**src/rtl/regfile_pkg.sv**
```systemverilog
// Purpose: shared types and defaults for the register-file writeback arbiter.
// Latency: n/a (declarations only).
// Backpressure: n/a.
package regfile_pkg;

    localparam int XLEN_DEFAULT   = 32;
    localparam int REG_AW_DEFAULT = 5;

    // Encoding of the round-robin pointer: which requester was served last.
    localparam logic LAST_A = 1'b0;
    localparam logic LAST_B = 1'b1;

    typedef enum logic [1:0] {
        GNT_NONE = 2'd0,
        GNT_A    = 2'd1,
        GNT_B    = 2'd2
    } gnt_e;

endpackage

```
**src/rtl/regfile_wb_arbiter_rr_arb2.sv**
```systemverilog
// Purpose: 2-request round-robin arbiter with an internal last-served pointer.
// Latency: grant is combinational from req; pointer updates on the clock edge.
// Backpressure: none of its own; a grant is issued only while rst is low.
//
// Ports:
//   clk, rst   rising-edge clock, synchronous active-high reset
//   req[1:0]   request vector, bit 0 = A, bit 1 = B
//   gnt[1:0]   one-hot grant, same bit order as req
module rr_arb2
    import regfile_pkg::*;
(
    input  logic       clk,
    input  logic       rst,
    input  logic [1:0] req,
    output logic [1:0] gnt
);

    logic last;

    always_comb begin
        gnt = 2'b00;
        if (!rst) begin
            case (req)
                2'b01:   gnt = 2'b01;
                2'b10:   gnt = 2'b10;
                // Contention: serve whoever was not served most recently.
                2'b11:   gnt = (last == LAST_B) ? 2'b01 : 2'b10;
                default: gnt = 2'b00;
            endcase
        end
    end

    // Every grant is a transfer, so the pointer follows the grant directly.
    always_ff @(posedge clk) begin
        if (rst) begin
            last <= LAST_B;
        end else if (gnt[0]) begin
            last <= LAST_A;
        end else if (gnt[1]) begin
            last <= LAST_B;
        end
    end

endmodule

```
**src/rtl/regfile_wb_arbiter.sv**
```systemverilog
// Purpose: shares the register file write port between ALU (A) and load/mul (B) writeback.
// Latency: handshake to registered we3/wa3/wd3 is 1 cycle; 1 write per cycle sustained.
// Backpressure: valid/ready per requester; the round-robin loser sees ready=0 and retries.
//
// Ports:
//   clk, rst                      rising-edge clock, synchronous active-high reset
//   a_valid/a_ready/a_rd/a_data   requester A writeback handshake
//   b_valid/b_ready/b_rd/b_data   requester B writeback handshake
//   we3/wa3/wd3                   registered register-file write port
//   conflict_cnt                  saturating count of cycles with both requesters valid
// Build option: REGFILE_WB_X0_DROP_EN makes rd=0 requests complete immediately
// without a write and without touching the round-robin pointer.
module regfile_wb_arbiter
    import regfile_pkg::*;
#(
    parameter int XLEN   = XLEN_DEFAULT,
    parameter int REG_AW = REG_AW_DEFAULT,
    parameter int CNT_W  = 16
) (
    input  logic              clk,
    input  logic              rst,
    input  logic              a_valid,
    output logic              a_ready,
    input  logic [REG_AW-1:0] a_rd,
    input  logic [XLEN-1:0]   a_data,
    input  logic              b_valid,
    output logic              b_ready,
    input  logic [REG_AW-1:0] b_rd,
    input  logic [XLEN-1:0]   b_data,
    output logic              we3,
    output logic [REG_AW-1:0] wa3,
    output logic [XLEN-1:0]   wd3,
    output logic [CNT_W-1:0]  conflict_cnt
);

    localparam logic [CNT_W-1:0] CNT_MAX = '1;

    logic       a_drop;
    logic       b_drop;
    logic [1:0] req;
    logic [1:0] gnt;
    gnt_e       gnt_sel;

`ifdef REGFILE_WB_X0_DROP_EN
    // Writes to x0 are discarded here so they never occupy the write port.
    assign a_drop = a_valid && (a_rd == '0);
    assign b_drop = b_valid && (b_rd == '0);
`else
    assign a_drop = 1'b0;
    assign b_drop = 1'b0;
`endif

    // Dropped requests stay out of arbitration, so they cannot move the pointer.
    assign req = {b_valid && !b_drop, a_valid && !a_drop};

    rr_arb2 u_arb (
        .clk (clk),
        .rst (rst),
        .req (req),
        .gnt (gnt)
    );

    assign a_ready = !rst && (gnt[0] || a_drop);
    assign b_ready = !rst && (gnt[1] || b_drop);

    always_comb begin
        gnt_sel = GNT_NONE;
        if (gnt[0]) begin
            gnt_sel = GNT_A;
        end else if (gnt[1]) begin
            gnt_sel = GNT_B;
        end
    end

    // Address/data hold when idle; only we3 drops back to 0.
    always_ff @(posedge clk) begin
        if (rst) begin
            we3 <= 1'b0;
            wa3 <= '0;
            wd3 <= '0;
        end else begin
            case (gnt_sel)
                GNT_A: begin
                    we3 <= 1'b1;
                    wa3 <= a_rd;
                    wd3 <= a_data;
                end
                GNT_B: begin
                    we3 <= 1'b1;
                    wa3 <= b_rd;
                    wd3 <= b_data;
                end
                default: begin
                    we3 <= 1'b0;
                end
            endcase
        end
    end

    // Counts contention by valids, regardless of whether a request was dropped.
    always_ff @(posedge clk) begin
        if (rst) begin
            conflict_cnt <= '0;
        end else if (a_valid && b_valid && (conflict_cnt != CNT_MAX)) begin
            conflict_cnt <= conflict_cnt + 1'b1;
        end
    end

endmodule

```
**config.mk**
```make
export PLATFORM = sky130hd
export DESIGN_NAME = regfile_wb_arbiter
export DESIGN_NICKNAME = d
export VERILOG_FILES = /design/src/rtl/regfile_pkg.sv /design/src/rtl/regfile_wb_arbiter_rr_arb2.sv /design/src/rtl/regfile_wb_arbiter.sv
export SDC_FILE = /design/constraint.sdc
export NUM_CORES = 1
export LEC_CHECK = 0
export BUFFER_PORTS_ARGS = -buffer_cell sky130_fd_sc_hd__clkbuf_2
export CAP_MARGIN = 0
export CELL_PAD_IN_SITES_DETAIL_PLACEMENT = 1
export CELL_PAD_IN_SITES_GLOBAL_PLACEMENT = 1
export CORE_ASPECT_RATIO = 0.9
export CORE_UTILIZATION = 28
export CTS_CLUSTER_SIZE = 24
export DETAILED_ROUTE_END_ITERATION = 10
export PLACE_DENSITY = 0.77
export SETUP_SLACK_MARGIN = 0.3
export SLEW_MARGIN = 20
export SYNTH_ARGS = -nofsm -noshare
export SYNTH_HDL_FRONTEND = slang
export SYNTH_SLANG_ARGS = --single-unit
```
**constraint.sdc**
```tcl
create_clock -name clk -period 4.9 [get_ports clk]
set_input_delay 0.735 -clock clk [delete_from_list [all_inputs] [get_ports clk]]
set_output_delay 0.735 -clock clk [all_outputs]
set_load 0.02 [all_outputs]
```
### Word-level counts from Yosys, hierarchy flattened

Cells that the tools add are included.

* bits in registers: 55
* bits of input ports: 78
* output and inout bits: 56
* logic and storage cells: 30

* add/subtract/negate cells: 1
* equal/unequal tests: 6
* muxes and demuxes: 10
* reductions and logical operators: 8

Operator list (number)
* 32-bit case mux with 2 select lines: 1
* 16-bit by 1-bit adder with 16-bit output, second input constant: 1
* 16-bit inequality test, second input constant: 1
* 5-bit case mux with 2 select lines: 1
* 2-bit 2-to-1 mux: 4
* 2-bit equality test, second input constant: 3
* 2-bit case mux with 3 select lines: 1
* 2-bit by 1-bit equality test with 1-bit output, second input constant: 2
* 1-bit logical AND: 4
* 2-bit nonzero test: 2
* 1-bit 2-to-1 mux: 3
* 2-bit OR reduction: 1
* 1-bit logical NOT: 1

### Depth between registers and ports, before layout

* depth in word-level cells: 8
* gate-level depth with buffers: 6
* mapped depth without buffers: 5

### Cells and area by module

Synthesis repeated with hierarchy kept, for this count alone.

* cells, all modules: 308
* area total of the unflattened synthesis: 2588.7 um2

By module, submodules not included
* regfile_wb_arbiter: times used 1, cells each 301, area an instance 2531.2 um2, seq. area each 1081.0 um2
* rr_arb2: times used 1, cells each 7, area an instance 57.6 um2, seq. area each 20.0 um2

### Worst setup path after synthesis

OpenSTA, ideal clock, no wires.

* path kind: input to output
* from: input a_valid
* to: output b_ready
* data arrival time: 1626 ps
* required time: 4165 ps
* path slack: 2539 ps
* stages: 5
* path buffers: 2
* cells stage by stage: nand2_1 nand3b_1 buf_1 buf_1 inv_1

* word-level cells in the longest chain between the ends: 4
* elaborated cells on any way between the ends: 6
* classes of those cells: 3 x eq/ne; 2 x mux; 1 x reduce/logical

Ends and longest elaborated chain
* from (decl): RTL line regfile_wb_arbiter.sv:22 `input logic a_valid,`
* 2-bit equality test / 2-bit by 1-bit equality test with 1-bit output (equally long branches): RTL line regfile_wb_arbiter_rr_arb2.sv:23 `case (req)`
* 2-bit case mux with 3 select lines *: RTL line regfile_wb_arbiter_rr_arb2.sv:23
* 2-bit 2-to-1 mux *: RTL line regfile_wb_arbiter_rr_arb2.sv:22 `if (!rst) begin`
* 1-bit logical AND *: RTL line regfile_wb_arbiter.sv:64 `assign b_ready = !rst && (gnt[1] || b_drop);`
* to (decl): RTL line regfile_wb_arbiter.sv:27 `output logic b_ready,`

Every way passes the cells marked *; elsewhere a longest branch is shown, timed or not.

### Worst setup path after layout

* from: input b_valid
* to: output a_ready

* word-level cells in the longest chain between the ends: 4
* elaborated cells on any way between the ends: 6
* classes of those cells: 3 x eq/ne; 2 x mux; 1 x reduce/logical

Ends and longest elaborated chain
* from (decl): RTL line regfile_wb_arbiter.sv:26 `input logic b_valid,`
* 2-bit equality test / 2-bit by 1-bit equality test with 1-bit output (equally long branches): RTL line regfile_wb_arbiter_rr_arb2.sv:23
* 2-bit case mux with 3 select lines *: RTL line regfile_wb_arbiter_rr_arb2.sv:23
* 2-bit 2-to-1 mux *: RTL line regfile_wb_arbiter_rr_arb2.sv:22
* 1-bit logical AND *: RTL line regfile_wb_arbiter.sv:63 `assign a_ready = !rst && (gnt[0] || a_drop);`
* to (decl): RTL line regfile_wb_arbiter.sv:23 `output logic a_ready,`

Marked as above.

==> key figures <==
Layout
  – Non-Filler Instances: 515
  – Antenna Cells: 0
  – Fin area: between 0.003 and 0.004 mm2
  – Share of cells above drive strength 1: between 30% and 40%
  – Final Core Density: between 30% and 40%
  – Final #Nets: between 400 and 500
  – Syn-to-layout area delta: 34.2%

CTS
  – Sink Count: 55
  – CTS resizes: 0
  – Clock slew at reported path FFs: roughly 0.10 ns
  – CTS max path bufs: 2
  – H-tree depth: 2
  – Clock latency at the later pin of the worst-skew pair: ~0.30 ns
  – CTS Buf Count: 5
  – Post-CTS Setup Bufs: 0
  – Cts hold-fix bufs: 0
  – Clock Tree Root: clkbuf_8
  – CTS tree: done

Yosys
  – Synth Area in XOR/XNOR: less than 1%
  – Post-synth EDFFs: 0
  – Post-synthesis sequential area ratio: around 44%
  – Synth Net Count: roughly 350
  – Largest family of logic cells by synthesized area: simple AND/OR/NAND/NOR gates
  – Synthesized area: approximately 0.0025 mm2
  – Cell with the most instances after synthesis: dfxtp_1
  – Synth top area cells: dfxtp_1 44%, mux2i_1 15%, a211oi_1 11%
  – Post-Syn Instances: 272
  – Distinct cells, synth: 38
  – Register bit total from synthesis: 55
  – Multiplexer share of the synthesized area: ~16%
  – Yosys warning total: 0
  – Synth Area in Simple Gates: a little under a fifth
  – Post-synth ARST share: 0%
  – Syn Area/Cell: 9.28 um2
  – Prevailing post-synth register cell: dfxtp_1
  – Area share of the largest cell type after synthesis: between 40% and 50%
  – Yosys top cell by area: dfxtp_1
  – Synth cell count leaders: 55 x dfxtp_1, 44 x nor2_1, 37 x a211oi_1, 37 x mux2i_1
  – Compound-Gate Fraction of Synth Area: between 10% and 20%
  – Synth Area in Adders: 0.496%

Timing
  – Clock Skew: 0.00946 ns
  – Minimum clock period: about 2.7 ns
  – Max-slew violation count: 0
  – Final setup TNS: 0 ns
  – Final worst-path cycle share: a little over half
  – Slew Limit Headroom: 52.7%
  – Final hold vios: 0
  – RSZ-0062 raised after global routing: no
  – Max frequency: about 370 MHz
  – Worst slew pin tran: 0.709 ns
  – Final setup viols: 0

Min path
  – Hold path depth: 1
  – Hold WC Path Type: reg2reg
  – Hold Crit Start: u_arb.last
  – Hold Path End: u_arb.last

Placed design
  – Placement Cell Area: between 0.003 and 0.004 mm2
  – Placed Instances: 507
  – DP HPWL: roughly 5400 um
  – Gpl congestion: 0.724
  – Port bufs: ~130

Critical path
  – Worst setup EP type: output pin
  – RR Endpoint: conflict_cnt[6]
  – CP max stage cell: buf_4
  – Critical-path cell list: clkbuf_2, nor2b_1, nor3_2, buf_4, clkbuf_2
  – R2R depth: 5
  – Crit path max fanout: 39
  – Crit path required time: 4.16 ns
  – Setup slack, reg-to-reg: 2.72 ns
  – Startpoint types: input pin
  – CP max stage delay: 0.56 ns
  – Setup Crit Path Kind: in2out
  – CP arrival: between 1.5 and 2 ns
  – Buf+Inv Stages, Crit Path: 3
  – Crit-path leading delay family: buffers and inverters
  – Most Frequent Cell on Critical Path: clkbuf_2
  – Worst reg2reg path startpoint: conflict_cnt[0]

Global routing
  – Initial antenna violation count: 0
  – Met1 Resource Use GR: 18.3%
  – Met2 GRT Util: 27.9%
  – Global-route wire length before repair: roughly 12000 um
  – Top Usage Layer GRT: met2
  – Total GRT Usage: between 10% and 20%
  – Largest net degree at the start of global routing: 76
  – Gr ovfl total: 0
  – GR Util met3: between 3 and 4%
  – Vias in the first global route: between 2000 and 3000

Detailed routing
  – Router iterations before antenna repair: 4
  – Drt drc: 0
  – Via count: roughly 2500
  – DR WL/cell: between 10 and 15 um
  – Final ANT Viol Nets: 0
  – Vias per std cell: 4.91
  – WL final: 7310 um
  – Initial drt markers: 34

Power and ir drop
  – Leak: 1.51 nW
  – Pwr Density: about 280 mW/mm2
  – Max IR drop VDD: roughly 0.11 mV

Job
  – Max-cap violations: 0

Floorplan
  – Core Box Area: roughly 0.0086 mm2
  – Starting Density: a little under 30%
  – Die ar.: ~0.0094 mm2
  – Io pins: ~130
  – Die Y: just over 90 um
  – Die Wd: 102 um
  – Rows: 32

Run status
  – Run status: finished, final reports clean
[layout by cell type (no fill, tap or decap), types with 2 or more instances in the layout]
master / netlist / routed
clkbuf_2: 1 / 133
dfxtp_1: 55 / 55
nor2_1: 44 / 44
mux2i_1: 37 / 37
a211oi_1: 37 / 37
a21oi_1: 10 / 10
clkbuf_8: 0 / 7
nor2b_1: 6 / 6
nand2_1: 5 / 5
o31ai_1: 5 / 5
nand3_1: 5 / 5
or3_1: 5 / 5
o21ai_0: 5 / 5
inv_1: 4 / 4
nand4_1: 4 / 4
or4_1: 4 / 4
mux2_2: 4 / 4
buf_4: 2 / 3
nand4_2: 2 / 2
nor3_1: 3 / 2
o41ai_1: 2 / 2
[per-stage QoR]
stage	power, mW	hold slack [ns]	setup WS (ns)
finish	0.938	0.511	2.21
global route	0.993	0.555	2.13
CTS	0.955	0.515	2.18
detailed placement	0.680	0.490	2.15
global placement	0.676	0.472	2.18
floorplan	0.604	0.459	2.54
[metal layers]
layer,share of wire [%],vias to the layer above
met5,0,-
li1,-,1243
met2,49,87
met1,43,1192
met3,6.6,8
met4,1.5,0
[state kept, by name (all words and copies together) (netlist names)]
| name | cells |
|---|---|
| wd3 | 32 |
| conflict_cnt | 16 |
| wa3 | 5 |
| u_arb.last | 1 |
| we3 | 1 |
[kinds of logic after synthesis]
kind of cell               count (synthesis)
DFF                                       55
adders and majority gates                  1
buffers and inverters                     24
AOI/OAI and AO/OA                         61
xor gates and xnor gates                   1
muxes                                     41
and+or+nand+nor                           89
[power breakdown]
group / total (mW) / internal [mW] / switching (mW)
Combinational: 0.177 / 0.0746 / 0.102
Sequential: 0.491 / 0.475 / 0.0160
Clock: 0.270 / 0.129 / 0.141
[how the worst max path moves through the flow]
stage                       start       to  slack [ns]  depth (start not counted)
after CTS                 b_valid  a_ready        2.18                          5
after global routing      b_valid  a_ready        2.13                          5
after detailed placement      rst   wa3[0]        2.15                          6
after global placement    b_valid  a_ready        2.18                          5
final                     b_valid  a_ready        2.21                          5
after floorplan           a_valid  b_ready        2.54                          5
[area by class of cell]
type | instances | area, um2
sequential | 55 | 1100
multi-input combinational | 193 | 1340
fill | 1063 | 5260
inverter | 4 | 15.0
tap | 119 | 149
clock buffer | 8 | 100
timing repair buffer | 136 | 688
(Power assumes the default switching activity.)
